File: src/rtl/rr_grant_arbiter_if.sv
// Request/grant bundle between requesters and the round-robin arbiter.
// The arbiter takes the slave side; requesters drive req through master.
interface rr_grant_arbiter_if #(
  parameter int N_REQ = 4,
  parameter int ID_W  = 2
);
  logic [N_REQ-1:0] req;
  logic [N_REQ-1:0] gnt;
  logic [ID_W-1:0]  gnt_id;
  logic             busy;
  logic             timeout;

  modport master (
    output req,
    input  gnt, gnt_id, busy, timeout
  );

  modport slave (
    input  req,
    output gnt, gnt_id, busy, timeout
  );
endinterface

File: src/rtl/rr_grant_arbiter.sv
// Round-robin arbiter: registered one-hot grants, one idle gap between
// tenures, and a bounded hold time with a forced-release pulse.
module rr_grant_arbiter #(
  parameter int N_REQ    = 4,
  parameter int ID_W     = 2,
  parameter int HOLD_MAX = 16,
  parameter int CNT_W    = 5
) (
  input  logic i_clk,
  input  logic i_rstn,
  rr_grant_arbiter_if.slave bus
);

  typedef enum logic [1:0] {
    IDLE,
    GRANT,
    RELEASE
  } state_t;

  state_t           state_q, state_d;
  logic [CNT_W-1:0] cnt_q, cnt_d;
  logic [ID_W-1:0]  last_q, last_d;
  logic [ID_W-1:0]  id_q, id_d;
  logic [N_REQ-1:0] gnt_q, gnt_d;
  logic             to_q, to_d;

  logic             found;
  logic [N_REQ-1:0] win_oh;
  logic [ID_W-1:0]  win_id;

  function automatic int wrap_idx(int base, int off);
    int j;
    j = base + off;
    if (j >= N_REQ) j = j - N_REQ;
    if (j >= N_REQ) j = j - N_REQ;
    return j;
  endfunction

  // Scan upward from the slot after the last owner, so it ranks lowest.
  always_comb begin
    found  = 1'b0;
    win_oh = '0;
    win_id = '0;
    for (int i = 0; i < N_REQ; i++) begin
      if (!found && bus.req[wrap_idx(int'(last_q) + 1, i)]) begin
        found = 1'b1;
        win_oh[wrap_idx(int'(last_q) + 1, i)] = 1'b1;
        win_id = ID_W'(wrap_idx(int'(last_q) + 1, i));
      end
    end
  end

  always_comb begin
    state_d = state_q;
    cnt_d   = cnt_q;
    last_d  = last_q;
    id_d    = id_q;
    gnt_d   = gnt_q;
    to_d    = 1'b0;
    unique case (state_q)
      IDLE, RELEASE: begin
        gnt_d = '0;
        if (found) begin
          state_d = GRANT;
          gnt_d   = win_oh;
          id_d    = win_id;
          cnt_d   = CNT_W'(1);
        end else begin
          state_d = IDLE;
          cnt_d   = '0;
        end
      end
      GRANT: begin
        if (!bus.req[id_q]) begin
          state_d = RELEASE;
          gnt_d   = '0;
          last_d  = id_q;
          cnt_d   = '0;
        end else if (HOLD_MAX != 0 &&
                     cnt_q == CNT_W'(HOLD_MAX)) begin
          state_d = RELEASE;
          gnt_d   = '0;
          last_d  = id_q;
          cnt_d   = '0;
          to_d    = 1'b1;
        end else if (cnt_q != '1) begin
          cnt_d = cnt_q + 1'b1;
        end
      end
      default: begin
        state_d = IDLE;
        gnt_d   = '0;
        cnt_d   = '0;
      end
    endcase
  end

  always_ff @(posedge i_clk or negedge i_rstn) begin
    if (!i_rstn) begin
      state_q <= IDLE;
      cnt_q   <= '0;
      last_q  <= ID_W'(N_REQ - 1);
      id_q    <= '0;
      gnt_q   <= '0;
      to_q    <= 1'b0;
    end else begin
      state_q <= state_d;
      cnt_q   <= cnt_d;
      last_q  <= last_d;
      id_q    <= id_d;
      gnt_q   <= gnt_d;
      to_q    <= to_d;
    end
  end

  assign bus.gnt     = gnt_q;
  assign bus.gnt_id  = id_q;
  assign bus.busy    = |gnt_q;
  assign bus.timeout = to_q;

endmodule

File: src/flat_wrapper.sv
// flat-port wrapper written by rule: the top's interface ports become plain ports
module rr_grant_arbiter_flat 
#(
  parameter int N_REQ    = 4,
  parameter int ID_W     = 2,
  parameter int HOLD_MAX = 16,
  parameter int CNT_W    = 5
)
  (i_clk, i_rstn, bus_req, bus_gnt, bus_gnt_id, bus_busy, bus_timeout);
  rr_grant_arbiter_if #(.N_REQ(N_REQ), .ID_W(ID_W)) bus_i ();
  input  logic i_clk;
  input  logic i_rstn;
  input wire logic [$bits(bus_i.req)-1:0] bus_req;
  output wire logic [$bits(bus_i.gnt)-1:0] bus_gnt;
  output wire logic [$bits(bus_i.gnt_id)-1:0] bus_gnt_id;
  output wire logic [$bits(bus_i.busy)-1:0] bus_busy;
  output wire logic [$bits(bus_i.timeout)-1:0] bus_timeout;
  assign bus_i.req = bus_req;
  assign bus_gnt = bus_i.gnt;
  assign bus_gnt_id = bus_i.gnt_id;
  assign bus_busy = bus_i.busy;
  assign bus_timeout = bus_i.timeout;
  rr_grant_arbiter #(.N_REQ(N_REQ), .ID_W(ID_W), .HOLD_MAX(HOLD_MAX), .CNT_W(CNT_W)) u_core (.i_clk(i_clk), .i_rstn(i_rstn), .bus(bus_i));
endmodule
File: config.mk
export PLATFORM = sky130hd
export DESIGN_NAME = rr_grant_arbiter_flat
export DESIGN_NICKNAME = d
export VERILOG_FILES = /design/src/rtl/rr_grant_arbiter_if.sv /design/src/rtl/rr_grant_arbiter.sv /design/src/flat_wrapper.sv
export SDC_FILE = /design/constraint.sdc
export NUM_CORES = 1
export LEC_CHECK = 0
export BUFFER_PORTS_ARGS = -buffer_cell sky130_fd_sc_hd__buf_4
export CORE_ASPECT_RATIO = 2
export CORE_MARGIN = 3
export CORE_UTILIZATION = 45
export DETAILED_ROUTE_END_ITERATION = 8
export HOLD_SLACK_MARGIN = 0.1
export PLACE_DENSITY = 0.66
export SKIP_CTS_REPAIR_TIMING = 1
export SLEW_MARGIN = 20
export SYNTH_ARGS = -nofsm -noshare
export SYNTH_HDL_FRONTEND = slang
export SYNTH_SLANG_ARGS = --single-unit
File: constraint.sdc
create_clock -name i_clk -period 2.89 [get_ports i_clk]
set_input_delay 0.4335 -clock i_clk [delete_from_list [all_inputs] [get_ports i_clk]]
set_output_delay 0.4335 -clock i_clk [all_outputs]
set_load 0.005 [all_outputs]
# Yosys cells after proc, flatten, opt, wreduce, memory -nomap -nowiden
# Cells that the tools add are included.
# totals
register_bits	16
word_cells	145
inputBits	6
output_inout_bits	8
# op_classes
bitwise	3
add_sub_neg	17
n_lt_le_gt_ge	25
eq_ne	7
n_reduce_logical	15
mux	72
# ops
cell	n
two-way mux 32 bit	20
greater-or-equal comparator 32 x 4 -> 1 bit (second input constant)	12
subtractor 32 x 4 -> 32 bit (second input constant)	12
less-than comparator 32 x 4 -> 1 bit (second input constant)	8
greater-or-equal comparator 32 x 1 -> 1 bit (second input constant)	4
adder 32 x 3 -> 32 bit (second input constant)	2
adder 32 x 2 -> 32 bit (second input constant)	1
two-way mux 4 bit	7
two-way mux 1 bit	22
two-way mux 2 bit	8
two-way mux 5 bit	3
OR 4 bit	3
binary-select mux 1 bit (select 2 bit)	5
one-hot mux 5 bit (2 select lines)	1
demux 1 bit (select 2 bit)	4
one-hot mux 4 bit (2 select lines)	1
logical AND 1 bit	7
adder 5 x 1 -> 5 bit (second input constant)	1
equality test 5 bit (second input constant)	1
!= test 5 bit (second input constant)	1
!= test 4 bit (second input constant)	1
one-hot mux 2 bit (2 select lines)	1
AND reduction 2 bit	2
OR reduction 4 bit	1
9 further kinds	11

# Longest topological paths before layout
# logic_depth
word_depth	29
depth_mapped	11

# Worst setup path before layout
# Ideal clock, no wire load.
# synth_timing
kind	register -> register
from	reg u_core.last_q[0]
to	reg u_core.gnt_q[2] (netlist: u_core.bus.gnt[2])
arrival_time_ns	2.227
path_buffers	3
path_stages_with_launch	10
setup_time_ns	0.121
setup_slack_ns	0.542
required_time_ns	2.769
path_cell_list	dfstp_2 buf_6 buf_6 inv_1 ha_1 clkbuf_1 mux4_2 and2_4 a221oi_2 o21ai_2
# synth_via
elab_chain_cells	20
word_cells_on_any_way	99
classes_between	16 x add/sub; 20 x order compare; 50 x mux; 3 x bitwise; 10 x reduce/logical
# synth_lines
item	line	source
start: declaration	rr_grant_arbiter.sv:22	logic [ID_W-1:0] last_q, last_d;
start signal: assignment	rr_grant_arbiter.sv:102	last_q <= ID_W'(N_REQ - 1);
start signal: assignment	rr_grant_arbiter.sv:109	last_q <= last_d;
adder 2 x 1 -> 3 bit *	rr_grant_arbiter.sv:45, rr_grant_arbiter.sv:47	
adder 32 x 2 -> 32 bit, or another cell as far along	rr_grant_arbiter.sv:33	j = base + off;
subtractor 32 x 4 -> 32 bit, or another cell as far along	rr_grant_arbiter.sv:34	if (j >= N_REQ) j = j - N_REQ;
two-way mux 32 bit, or another cell as far along	rr_grant_arbiter.sv:34	
two-way mux 32 bit, or another cell as far along	rr_grant_arbiter.sv:45	if (!found && bus.req[wrap_idx(int'(last_q) + 1, i)]) begin
subtractor 32 x 4 -> 32 bit, or another cell as far along	n/a	
two-way mux 32 bit, or another cell as far along	n/a	
two-way mux 32 bit, or another cell as far along	rr_grant_arbiter.sv:45	
[... 4 more ...]	n/a	
OR 4 bit (no source line) / logical NOT 1 bit (equally long branches)	n/a	
two-way mux 4 bit / logical AND 1 bit (equally long branches)	rr_grant_arbiter.sv:45	
OR 4 bit (no source line) / two-way mux 1 bit (equally long branches)	n/a	
two-way mux 4 bit / logical NOT 1 bit (equally long branches)	rr_grant_arbiter.sv:45	
OR 4 bit (no source line) / logical AND 1 bit (equally long branches)	n/a	
two-way mux 4 bit / two-way mux 1 bit (equally long branches)	rr_grant_arbiter.sv:45	
two-way mux 4 bit *	rr_grant_arbiter.sv:63	if (found) begin
one-hot mux 4 bit (2 select lines) *	rr_grant_arbiter.sv:60	unique case (state_q)
end signal: assignment	rr_grant_arbiter.sv:111	gnt_q <= gnt_d;
end: declaration	rr_grant_arbiter.sv:24	logic [N_REQ-1:0] gnt_q, gnt_d;
# Every way passes the cells marked *; elsewhere a longest branch is shown, timed or not. The select of a mux whose other input is x is not followed.
# A chain may end at the register's enable or synchronous reset.

# Worst setup path in the final report
# layout_timing
from	reg u_core.last_q[0]
to	reg u_core.gnt_q[1] (netlist: u_core.bus.gnt[1])
# Same word-level chain as after synthesis.

==> impl_metrics.json <==
{
  "yosysTopAreaCellShare": 0.2576,
  "slowest_stage": "dfstp_2",
  "synth_edf_count": 0,
  "yosysUniqueCellTypes": 52,
  "clock_sinks": 16,
  "p_sw_uw": 677.8,
  "cap_viol_max_count": 0,
  "share_seq_of_total_power": 0.278,
  "rrSetupSlack_ns": 0.27,
  "p_sw_frac": 0.4544,
  "critical_path_arrival_ns": 2.76,
  "die-area_um2": 3758,
  "setup_viol": 0,
  "endpoint_kind": "flop",
  "finalWorstSetupSlack_ns": 0.2657,
  "hold_violations": 0,
  "seq_area_frac_synth": 0.2962,
  "dpl_cell_area_um2": 1439,
  "path_class": "reg -> reg",
  "worst_setup_path_start_kind": "flop",
  "p_clk_frac": 0.113,
  "async_reset_ff_frac": 1.000,
  "clockBufferDepth": 2,
  "core_area_um2": 2838,
  "maxSlewViolCount": 0,
  "internal_power_uw": 813.7,
  "crit_chain": "inv_1 -> ha_1 -> or2_1 -> nor3_1 -> a221o_1 -> a41oi_1 -> a21o_1",
  "setup_tns_ns": 0,
  "netlist_instances": 144,
  "rows": 27,
  "grt_usage": 0.1934,
  "drt.antenna.violating_nets": 0,
  "areaGrowthSynthToFinish_pct": 9.843,
  "antenna_found_initial": 0,
  "grt_start_max_net_pins": 20,
  "antenna_cells": 0,
  "synthTopCellsByCount": "nand2_1, dfrtp_1, nor2_1",
  "p_comb_frac": 0.609,
  "fin_worst_skew_ns": 0.003565,
  "clock-root-buffer": "clkbuf_8",
  "power_mw": 1.491,
  "rsz0062_at_grt": "no",
  "cts_buffers": 3,
  "relSlewSlack": 0.7285,
  "clk_latency_ns": 0.24,
  "htree_levels": 1,
  "critical-path-max-stage-delay_ns": 0.78,
  "stdcell_area_um2": 1494,
  "vias": 1159,
  "outcome": "complete, no violations",
  "leakagePower_nw": 0.6396,
  "ys_warn_count": 0,
  "ioPinCount": 14,
  "dp_hpwl_mm": 2.686,
  "grt_pass1_wl_mm": 5.575,
  "hp-class": "reg -> reg",
  "synthFlopType": "dfrtp_1",
  "fin_crit_ns": 2.624,
  "worst_ir_drop_vdd_mv": 0.4561,
  "first_pass_iters": 4,
  "drc_errors": 0,
  "wirelength_mm": 3.363,
  "finalCritPeriodShare": 0.9081,
  "io_buffers": 13,
  "synth_fp_nets": 157,
  "yosys.area.top_type": "dfrtp_1",
  "routedWlPerCell_um": 18.28,
  "clkTransAtPathRegs_ns": 0.06,
  "synth.cell_area_um2": 1360,
  "cts_tree": "yes",
  "final_nets": 169,
  "place_ws_ns": 0.2986,
  "crit_fanout": 19,
  "pwr_density_cell_nw_per_um2": 998.4,
  "grt_pass1_vias": 1146,
  "gr-total-overflow": 0,
  "drt_iter0_drc": 19,
  "worstPathRequired_ns": 3.03,
  "start_util": 0.4793,
  "drive_above_1_share": 0.2387,
  "die_w_um": 44.88,
  "worstMarginPinSlew_ns": 0.3960,
  "max_freq_mhz": 381.1,
  "synth.avg_cell_area_um2": 9.445,
  "synthTopCellsByArea": "dfrtp_1, ha_1, mux4_2",
  "routabilityCongestion": 1.037,
  "ys_ff_latch": 16,
  "yosysMostFrequentCell": "nand2_1",
  "vias_per_cell": 6.299,
  "die_h_um": 83.75
}
## critical path, delay by kind of cell (launching register included)
family | cells | cell delay, ns
buffers and inverters | 1 | 0.15
AOI/OAI and AO/OA | 3 | 0.66
adders and majority gates | 1 | 0.32
and+or+nand+nor | 2 | 0.61
DFF | 1 | 0.78
## sequential cells by signal (all words and copies together), names as in the netlist
signal and count:
u_core.bus.gnt 4, u_core.cnt_q 5, u_core.last_q 2, u_core.bus.timeout 1, u_core.state_q 2, u_core.bus.gnt_id 2
## final timing paths
kind	start	to	cells past startpoint
max in group asynchronous	i_rstn	u_core.last_q[1]	2
worst min-delay path	u_core.state_q[1]	u_core.state_q[1]	1
worst max-delay path	u_core.last_q[0]	u_core.bus.gnt[1]	7
worst max register to register	u_core.last_q[0]	u_core.bus.gnt[1]	7
min in group asynchronous	i_rstn	u_core.bus.gnt_id[0]	2
worst min register to register	u_core.state_q[1]	u_core.state_q[1]	1
## kinds of logic (layout without fill, tap and decap cells)
logic type,after synthesis,in the layout,share of synthesized area
xor+xnor,2,2,0.01288
buf+inv,16,27,0.07084
fa+ha+maj,7,7,0.06439
simple gates,56,56,0.2318
flops,16,16,0.2962
mux,13,13,0.1279
compound gates,34,34,0.1960
## power groups by stage
| stage | sequential, mW | clock, mW | combinational, mW |
|---|---|---|---|
| final | 0.415 | 0.169 | 0.908 |
| after global routing | 0.431 | 0.179 | 0.997 |
| after CTS | 0.416 | 0.174 | 0.900 |
| after detailed placement | 0.419 | 0 | 0.898 |
| after global placement | 0.416 | 0 | 0.898 |
| after floorplan | 0.364 | 0 | 0.735 |
## cell usage in the layout (no fill, tap or decap), drive strengths merged, types with 2 or more instances in the layout
| cell type | count |
|---|---|
| nor2b | 2 |
| buf | 15 |
| mux2i | 5 |
| a221oi | 2 |
| a21oi | 6 |
| and3 | 2 |
| nand4bb | 2 |
| ha | 7 |
| nor2 | 9 |
| or2 | 3 |
| a211oi | 2 |
| nand2 | 15 |
| dfstp | 2 |
| mux2 | 5 |
| o31ai | 2 |
| inv | 7 |
| nand3b | 3 |
| o22ai | 2 |
| nand2b | 2 |
| clkbuf | 4 |
| nor3 | 4 |
| o21ai | 10 |
| nand3 | 5 |
| dfrtp | 14 |
| mux4 | 3 |
| or3b | 2 |
## metrics by stage
step | hold slack [ns] | instances | utilization
2_1_floorplan | 0.1379 | 144 | -
3_3_place_gp | 0.2977 | 179 | 0.5071
3_5_place_dp | 0.3020 | 179 | 0.5071
4_1_cts | 0.03868 | 183 | 0.5229
5_1_grt | 0.4973 | 184 | 0.5265
6_report | 0.4677 | 184 | 0.5265
## area by class of cell
type	count	area (µm²)
repair buffers	16	122.6
well taps	29	36.28
flip-flops and latches	16	402.9
fillers	290	1344
inverters	7	26.28
multi-input cells	112	860.8
clock buffers	4	45.04
## per-layer routing
metal / share of wire / routed length [µm] / GRT usage
met1: 0.37 / 1248 / 0.2019
met2: 0.57 / 1910 / 0.3591
met3: 0.025 / 85 / 0.02160
met4: 0.035 / 119 / 0.08267
met5: 0 / 0 / 0
Power figures use the tool's default switching activity.
